--- config.mk ---
export PLATFORM = sky130hd
export DESIGN_NAME = median_seq
export DESIGN_NICKNAME = d
export VERILOG_FILES = /design/src/rtl/median_pkg.sv /design/src/rtl/median_seq_med.sv /design/src/rtl/median_seq.sv
export SDC_FILE = /design/constraint.sdc
export NUM_CORES = 1
export LEC_CHECK = 0
export BUFFER_PORTS_ARGS = -buffer_cell sky130_fd_sc_hd__buf_2
export CAP_MARGIN = 10
export CORE_MARGIN = 5
export CORE_UTILIZATION = 27
export CTS_CLUSTER_SIZE = 8
export DETAILED_ROUTE_END_ITERATION = 10
export GPL_TIMING_DRIVEN = 0
export HOLD_SLACK_MARGIN = 0.12
export SLEW_MARGIN = 20
export SYNTH_ARGS = -nofsm -noshare
export SYNTH_HDL_FRONTEND = slang
export SYNTH_SLANG_ARGS = --single-unit
--- constraint.sdc ---
create_clock -name CLK -period 2.15 [get_ports CLK]
set_clock_uncertainty 0.05 [all_clocks]
set_input_delay 0.3225 -clock CLK [delete_from_list [all_inputs] [get_ports CLK]]
set_output_delay 0.3225 -clock CLK [all_outputs]
set_load 0.02 [all_outputs]
--- src/rtl/median_pkg.sv ---
// Shared types and helpers for the median sequencer and its MED element.
package median_pkg;

    typedef enum logic [2:0] {
        IDLE,
        LOAD,
        SORT,
        FINAL,
        DONE
    } state_t;

    // Full compare/rotate passes needed before the median reaches the head.
    function automatic int npass(input int p);
        return (p - 1) / 2;
    endfunction

    // Cycles from the first accepted sample to the DSO pulse.
    function automatic int lat(input int p);
        return p + npass(p) * p + (p - 1 - npass(p));
    endfunction

endpackage

--- src/rtl/median_seq_med.sv ---
// MED element: ring of P sample registers with a max-retaining head stage.
module med
    import median_pkg::*;
#(
    parameter int W = 8,
    parameter int P = 9
) (
    input  logic         clk,
    input  logic [W-1:0] sample,
    input  logic         dsi,
    input  logic         byp,
    output logic [W-1:0] head
);

    logic [W-1:0] r   [P];
    logic [W-1:0] nxt [P];
    logic [W-1:0] hi;
    logic [W-1:0] lo;
    logic [W-1:0] head_next;
    logic [W-1:0] tail_next;

    // Compare keeps the larger of head and next-in-line; the smaller rejoins the tail.
    always_comb begin
        if (r[0] >= r[1]) begin
            hi = r[0];
            lo = r[1];
        end else begin
            hi = r[1];
            lo = r[0];
        end
        head_next = byp ? r[1] : hi;
        tail_next = dsi ? sample : (byp ? r[0] : lo);
    end

    genvar gi;
    generate
        for (gi = 0; gi < P; gi++) begin : g_stage
            if (gi == 0) begin : g_head
                assign nxt[gi] = head_next;
            end else if (gi == P - 1) begin : g_tail
                assign nxt[gi] = tail_next;
            end else begin : g_mid
                assign nxt[gi] = r[gi + 1];
            end
        end
    endgenerate

    always_ff @(posedge clk) begin
        for (int k = 0; k < P; k++) begin
            r[k] <= nxt[k];
        end
    end

    assign head = r[0];

endmodule

--- src/rtl/median_seq.sv ---
// Sequencer: loads one P-sample burst into MED, runs the sort passes, presents the median.
module median_seq
    import median_pkg::*;
#(
    parameter int W = 8,
    parameter int P = 9
) (
    input  logic         CLK,
    input  logic         RST,
    input  logic [W-1:0] DI,
    input  logic         DSI,
    output logic [W-1:0] DO,
    output logic         DSO,
    output logic         BUSY,
    output logic         ERR
);

    localparam int NP = npass(P);
    localparam int CW = $clog2(P + 1);
    localparam logic [CW-1:0] LAST_LOAD  = CW'(P - 1);
    localparam logic [CW-1:0] LAST_CYC   = CW'(P - 1);
    localparam logic [CW-1:0] LAST_PASS  = CW'(NP - 1);
    localparam logic [CW-1:0] LAST_FINAL = CW'(P - 2 - NP);
    localparam logic [CW:0]   CMP_LIMIT  = (CW + 1)'(P - 2);

    state_t          state_reg, state_next;
    logic [CW-1:0]   load_reg, load_next;
    logic [CW-1:0]   pass_reg, pass_next;
    logic [CW-1:0]   cyc_reg, cyc_next;
    logic            med_dsi;
    logic            med_byp;
    logic [W-1:0]    med_q;

    always_ff @(posedge CLK) begin
        if (RST) begin
            state_reg <= IDLE;
            load_reg  <= '0;
            pass_reg  <= '0;
            cyc_reg   <= '0;
        end else begin
            state_reg <= state_next;
            load_reg  <= load_next;
            pass_reg  <= pass_next;
            cyc_reg   <= cyc_next;
        end
    end

    always_comb begin
        state_next = state_reg;
        load_next  = load_reg;
        pass_next  = pass_reg;
        cyc_next   = cyc_reg;
        med_dsi    = 1'b0;
        med_byp    = 1'b1;
        ERR        = 1'b0;
        unique case (state_reg)
            IDLE, DONE: begin
                med_dsi = DSI;
                if (DSI) begin
                    state_next = LOAD;
                    load_next  = CW'(1);
                end else begin
                    state_next = IDLE;
                end
            end
            LOAD: begin
                med_dsi = DSI;
                if (DSI) begin
                    load_next = load_reg + 1'b1;
                    if (load_reg == LAST_LOAD) begin
                        state_next = SORT;
                        pass_next  = '0;
                        cyc_next   = '0;
                    end
                end else begin
                    ERR        = !RST;
                    state_next = IDLE;
                    load_next  = '0;
                end
            end
            SORT: begin
                // Pass i compares for P-1-i cycles, then rotates the sorted tail back behind.
                med_byp = ({1'b0, cyc_reg} + {1'b0, pass_reg}) > CMP_LIMIT;
                if (cyc_reg == LAST_CYC) begin
                    cyc_next = '0;
                    if (pass_reg == LAST_PASS) begin
                        state_next = FINAL;
                    end else begin
                        pass_next = pass_reg + 1'b1;
                    end
                end else begin
                    cyc_next = cyc_reg + 1'b1;
                end
            end
            FINAL: begin
                med_byp = 1'b0;
                if (cyc_reg == LAST_FINAL) begin
                    state_next = DONE;
                    cyc_next   = '0;
                    pass_next  = '0;
                end else begin
                    cyc_next = cyc_reg + 1'b1;
                end
            end
            default: state_next = IDLE;
        endcase
    end

    med #(.W(W), .P(P)) u_med (
        .clk    (CLK),
        .sample (DI),
        .dsi    (med_dsi),
        .byp    (med_byp),
        .head   (med_q)
    );

    assign DO   = med_q;
    assign DSO  = (state_reg == DONE);
    assign BUSY = !RST && ((state_reg != IDLE) || DSI);

endmodule

Word-level counts from Yosys, hierarchy flattened --
Memories as Yosys holds them, arrays and structs flattened. Index checks and enable logic that the tools add are counted.
Storage, ports and cells: register bits 15, bits in writable memories 72, input port bits 11, output and inout port bits 11, word-level logic and storage cells 68, memories kept 1
Memory list:
- u_med.r | depth 9, width 8, rd ports 9, clocked after memory_dff 0, write ports 9, line median_seq_med.sv:15 | logic [W-1:0] r [P];
Cells by class: $add $sub $neg 4, magnitude comparators 2, eq/ne operators 16, muxes and demuxes 28, reduce and logical (&&, ||, !) cells 13
Operators with widths (number):
- $mux 8 | 5
- $mux 4 | 9
- $pmux 4 s3 | 2
- $mux 3 | 5
- $ne 2x2->1 const B | 7
- $add 4x1->4 const B | 3
- $pmux 3 s4 | 1
- $eq 4x2->1 const B | 2
- $eq 4x4->1 const B | 2
- $ge 8x8->1 | 1
- $pmux 4 s2 | 1
- $eq 3x2->1 const B | 2
- $reduce_and 6->1 | 1
- $reduce_bool 3->1 | 2
- $add 4x4->5 | 1
- $gt 5x3->1 const B | 1
- $mux 1 | 4
- $reduce_and 4->1 | 1
- $eq 3x1->1 const B | 1
- $eq 3x3->1 const B | 1
- $logic_not 3->1 | 1
- $ne 3x3->1 const B | 1
- $reduce_and 3->1 | 1
- $reduce_or 3->1 | 1
- other kinds (7) | 7

Depth between registers and ports, before layout --
Gate-level depths: netlist of run 1.
depth in word-level cells 5, mapped depth 7, gate-level depth less buffers 7

By module --
A second synthesis of run 1 with hierarchy kept.
Unflattened totals: cells, all modules 258, area, all modules 3026.7 um2
Modules (own cells, without submodules):
- med | instances 1, cells each 143, area an instance 2045.7 um2, sequential area each 1521.5 um2
- median_seq | instances 1, cells each 115, area an instance 980.9 um2, sequential area each 300.3 um2

Worst setup path before layout of run 1 --
Ideal clock, no wire load.
kind reg2reg, start point mem u_med.r[0][2], end point mem u_med.r[0][0] (enable), arrival time 1.814 ns, data required time 1.771 ns, setup slack -0.043 ns, cell stages (with the launch flop) 6, path through edfxtp_1 ha_1 or3_2 a21oi_2 o31ai_2 nand2_1
RTL lines (line):
- start, declared | median_seq_med.sv:15

==> results of run 1 <==
## critical path, stage by stage, from the launching register on
cell and delay, ps:
edfxtp_1 410, ha_1 260, or4_4 530, a21oi_4 170, o31ai_4 90, buf_12 150, nand2_4 120
## power groups by stage
| stage | logic, uW | registers, uW | clock network [uW] |
|---|---|---|---|
| 2_1_floorplan | 147 | 1870 | 0 |
| 3_3_place_gp | 230 | 1860 | 0 |
| 3_5_place_dp | 234 | 1870 | 0 |
| 4_1_cts | 251 | 1830 | 1190 |
| 5_1_grt | 312 | 1840 | 1260 |
| 6_report | 287 | 1830 | 1140 |
## layer usage
metal	wire length [um]	up-vias	global-route usage, %
met4	92	0	4.01
met5	0	-	0
li1	-	943	-
met2	2420	29	13.8
met3	228	9	3.74
met1	2630	868	11.2
## path summary, 6_finish.rpt
kind | from | endpoint
setup / recovery | u_med.r[0][3] | u_med.r[0][5]
hold / removal | DI[0] | u_med.r[0][64]
setup reg to reg | u_med.r[0][3] | u_med.r[0][5]
hold reg to reg | u_med.r[0][59] | u_med.r[0][51]
## cell usage after synthesis, types with 2 or more instances
cell type / number
a22oi_1: 2
a21oi_1: 6
a211oi_1: 2
a221oi_1: 3
o21ai_1: 4
ha_1: 16
inv_1: 13
a31oi_1: 10
nand3b_1: 4
a22o_1: 2
edfxtp_1: 8
nor3_1: 5
nor4_1: 2
nand2_1: 7
a21oi_2: 2
dfxtp_1: 79
nor2_2: 2
nand2b_1: 3
buf_2: 4
a21o_1: 3
nor3b_1: 2
mux2_2: 2
o21ai_0: 8
nand3_1: 13
nor2_1: 18
or3_1: 2
## logic make-up (layout without fill, tap and decap cells)
family                     Yosys count  count (layout)  synth area share [%]
DFF                                 87              87                  63.5
adders and majority gates           16              16                  6.98
buffers and inverters               20              61                  2.92
muxes                                2               2                 0.785
and+or+nand+nor                     68              68                  12.7
AOI/OAI and AO/OA                   52              52                  13.1
## what timing repair did
item	in CTS	in global routing
endpoints found under the hold margin	0	0
hold buffers	0	0
buffers inserted	0	4
setup endpoints to repair	12	14
pin swaps	0	5
resized for setup	3	2
## final cells by class
class	count	area [sq um]	area share (%)
plain buffers	6	31.3	0.915
clock buffers	11	141	4.13
clock inverters	5	62.6	1.83
inverters	14	52.6	1.54
multi-input cells	138	991	29.0
flip-flops and latches	87	1820	53.3
well taps	136	170	4.98
repair buffers	25	148	4.32
## through the flow
step | TNS, ps | hold WS, ps | utilization [%] | instance area [sq um] | setup WS (ps)
floorplan | 0 | 260 | - | 2870 | 37.9
global placement | -1350 | 261 | 30.5 | 3150 | -169
detailed placement | -1290 | 262 | 30.5 | 3150 | -160
CTS | 0 | 171 | 32.7 | 3370 | 29.1
global route | 0 | 191 | 33.1 | 3420 | 0.622
finish | 0 | 190 | 33.1 | 3420 | 55.7
==> results.json, run 1 <==
{
  "synthesis.nets": 272,
  "rrSetupSlack_ps": 60,
  "post-route-period-util_pct": 97.4,
  "seq_area_frac_synth_pct": 63.5,
  "finalCriticalPeriod_ps": 2090,
  "ys_types": 49,
  "port_buffers": 21,
  "status": "completed",
  "cap_violations": 0,
  "drive_gt1_share_pct": 22.0,
  "cp-start-kind": "flip-flop",
  "overflow": 0,
  "hpwl_um": 3690,
  "worst_setup_path_end_kind": "flip-flop",
  "drt_wl_total_um": 5370,
  "antenna_found_initial": 0,
  "antenna_left": 0,
  "gp_congestion": 0.766,
  "layout_commonest_cell": "dfxtp_1",
  "coreArea_sq_mm": 0.0103,
  "power_frac_comb_pct": 8.8,
  "p_leak_uw": 0.00141,
  "layout.cells.non_filler": 422,
  "avgSynthCellArea_sq_um": 11.7,
  "h-tree-depth": 3,
  "final-hold-violation-count": 0,
  "nets": 308,
  "r2r_cells": 6,
  "synth_edf_count": 8,
  "largest_register_ffs": 72,
  "power.total_uw": 3260,
  "cp.arrival_ps": 2100,
  "syn_inst": 245,
  "synth_top_cell_area_share_pct": 55.1,
  "die_w_um": 113,
  "clk_latency_ps": 350,
  "avgRoutedWirePerCell_um": 12.7,
  "initial_core_util_pct": 27.8,
  "min_path_type": "primary input to flip-flop",
  "dp_cells": 402,
  "pwr-share-seq_pct": 56.1,
  "whs_path_depth": 3,
  "dr_total_vias": 1849,
  "grt_first_pass_wirelength_um": 9110,
  "critPathKind": "flip-flop to flip-flop",
  "crit_required_ps": 2160,
  "switching_share_pct": 23.9,
  "final_cell_mix": "dfxtp_1 (78), buf_2 (25), nor2_1 (18), ha_1 (16)",
  "grt_pass1_vias": 1932,
  "fp.dieH_um": 113,
  "ioPinCount": 22,
  "viasPerCell": 4.38,
  "grt_setup_unrepaired": "no",
  "areaGrowthSynthToFinish_pct": 19.2,
  "setup_viol_count_final": 0,
  "clockBufferDepth": 2,
  "antenna_cells": 0,
  "grt_max_degree": 16,
  "finalMaxSlewViolations": 0,
  "vdd_drop_max_uv": 461,
  "path_max_fanout": 9,
  "nFillCells": 1046,
  "cts_buffers": 9,
  "regMostFlops": "u_med.r",
  "drt_iter0_markers": 97,
  "cts_root_buf": "clkbuf_8",
  "tightest_slew_ps": 706,
  "synth_ff_type": "dfxtp_1",
  "die-area_sq_mm": 0.0128,
  "ys_top_cells_by_area": "dfxtp_1 (55%), edfxtp_1 (8.4%), ha_1 (7.0%)",
  "slew_headroom_pct": 52.9,
  "maxClockFrequency_mhz": 477,
  "power.density_mw_per_mm2": 952,
  "grt_util_all_layers_pct": 9.05,
  "clock_power_share_pct": 35.1,
  "placementRows": 37,
  "internal-power_uw": 2480,
  "clock-sinks": 87,
  "yosysWarnings": 0,
  "synthArstFlopShare_pct": 0,
  "syn_area_sq_mm": 0.00287,
  "p_switching_uw": 778,
  "drc_errors": 0,
  "synth-seq-cells": 87,
  "drt-pass1-iter-count": 4,
  "tritoncts": "yes",
  "cts.reportedPaths.clkPinSlew_ps": 80,
  "yosysTopAreaCell": "dfxtp_1"
}
(Power assumes the default switching activity.)
==> run 2: changes to the inputs <==
PLACE_DENSITY_LB_ADDON = 0.25   (was default)
==> results.json, run 2 (same netlist as run 1, synthesis figures left out) <==
{
  "largest_register_ffs": 72,
  "vdd_drop_max_uv": 457,
  "viasPerCell": 4.55,
  "cp.buffers_inverters": 2,
  "seq_area_sq_mm": 0.00182,
  "grt_max_degree": 16,
  "areaGrowthSynthToFinish_pct": 20.4,
  "cts_buffers": 9,
  "grt_pass1_vias": 1892,
  "gp_congestion": 0.764,
  "min_path_type": "primary input to flip-flop",
  "power.total_uw": 3140,
  "avgRoutedWirePerCell_um": 13.0,
  "fp.dieH_um": 113,
  "placementRows": 37,
  "critPathKind": "flip-flop to flip-flop",
  "dpl_cell_area_sq_mm": 0.00315,
  "cap_violations": 0,
  "setup_viol_count_final": 0,
  "tns_ps": 0,
  "h-tree-depth": 3,
  "cp-start-kind": "flip-flop",
  "slowest_delay_ps": 500,
  "status": "completed",
  "p_leak_uw": 0.00143,
  "cts_root_buf": "clkbuf_8",
  "worst_setup_path_end_kind": "flip-flop",
  "tightest_slew_ps": 517,
  "nets": 313,
  "drive_gt1_share_pct": 25.1,
  "cp_slowest_cell": "or4_4",
  "power.density_mw_per_mm2": 909,
  "cp_top_family": "simple AND/OR/NAND/NOR gates",
  "slew_headroom_pct": 65.5,
  "finalCriticalPeriod_ps": 2070,
  "layout.cells.non_filler": 427,
  "multi_input_area_sq_mm": 0.00102,
  "final_cell_mix": "dfxtp_1 (79), buf_2 (25), nor2_1 (18)",
  "dp_cells": 402,
  "cp.arrival_ps": 2250,
  "dr_total_vias": 1941,
  "overflow": 0,
  "maxClockFrequency_mhz": 482,
  "clock-sinks": 87,
  "ioPinCount": 22,
  "coreArea_sq_mm": 0.0103,
  "grt_util_all_layers_pct": 9.30,
  "tritoncts": "yes",
  "finalMaxSlewViolations": 0,
  "port_buffers": 21,
  "layout_commonest_cell": "dfxtp_1",
  "grt_first_pass_wirelength_um": 9330,
  "drt-pass1-iter-count": 5,
  "antenna_found_initial": 0,
  "antenna_cells": 0,
  "drt_iter0_markers": 72,
  "nFillCells": 1033,
  "regMostFlops": "u_med.r",
  "post-route-period-util_pct": 96.5,
  "final-hold-violation-count": 0,
  "initial_core_util_pct": 27.8,
  "clk_latency_ps": 350,
  "cts.reportedPaths.clkPinSlew_ps": 90,
  "drc_errors": 0,
  "final_area_sq_mm": 0.00345,
  "die_w_um": 113,
  "antenna_left": 0,
  "crit_chain": "ha_1 -> or4_4 -> a21oi_4 -> buf_6 -> o31ai_4 -> buf_4 -> nand3_1 -> a31oi_1",
  "hpwl_um": 3750,
  "crit_required_ps": 2320,
  "path_max_fanout": 7,
  "clockBufferDepth": 2,
  "drt_wl_total_um": 5540,
  "die-area_sq_mm": 0.0128
}
==> run 2: changes by cell type in the layout (fill, tap and decap cells not counted), sizes merged <==
| cell | change |
|---|---|
| buf | +5 |
| clkbuf | -2 |
| bufinv | -1 |
| clkinv | +3 |
==> run 2: final timing paths <==
kind | startpoint | endpoint | slack, ps | depth (start not counted)
hold / removal | RST | load_reg[0] | 190 | 2
hold reg to reg | u_med.r[0][44] | u_med.r[0][36] | 270 | 0
setup / recovery | u_med.r[0][4] | u_med.r[0][67] | 80 | 8
setup reg to reg | u_med.r[0][4] | u_med.r[0][67] | 80 | 8
==> run 2: through the flow <==
step	setup WS, ps	hold slack [ps]	util (%)
after detailed placement	-199	262	30.5
after global placement	-210	260	30.5
after global routing	-0.843	184	33.5
after floorplan	37.9	260	-
final	76.1	186	33.5
after CTS	17.3	162	32.3
==> run 2: power breakdown <==
| group | switching, uW | internal (uW) |
|---|---|---|
| registers | 47.4 | 1770 |
| clock network | 567 | 422 |
| logic | 175 | 151 |
| total | 789 | 2350 |
==> run 2: cell type report <==
cell class	count	share of cell area [%]
Inverter	14	1.52
Timing Repair Buffer	30	5.47
Multi-Input combinational cell	138	29.5
Clock inverter	7	1.34
Clock buffer	9	3.59
Sequential cell	87	52.8
Buffer	6	0.906
Tap cell	136	4.93
==> run 2: timing repair <==
action	4_1_cts	5_1_grt
hold buffers	0	0
setup endpoints to repair	14	14
pin swaps	1	7
gates resized for setup	3	8
buffers inserted	0	9
==> run 2: per-layer routing <==
layer / global-route usage, % / up-vias / share of wire, %
met5: 0 / - / 0
met4: 3.53 / 0 / 1.1
met3: 3.48 / 8 / 4.4
met2: 13.8 / 33 / 45
met1: 12.3 / 943 / 49
li1: - / 957 / -
==> run 2: worst register-to-register path: stages (launching register included) <==
cell	delay, ps
edfxtp_1	390
ha_1	250
or4_4	500
a21oi_4	170
buf_6	120
o31ai_4	110
buf_4	180
nand3_1	70
a31oi_1	100
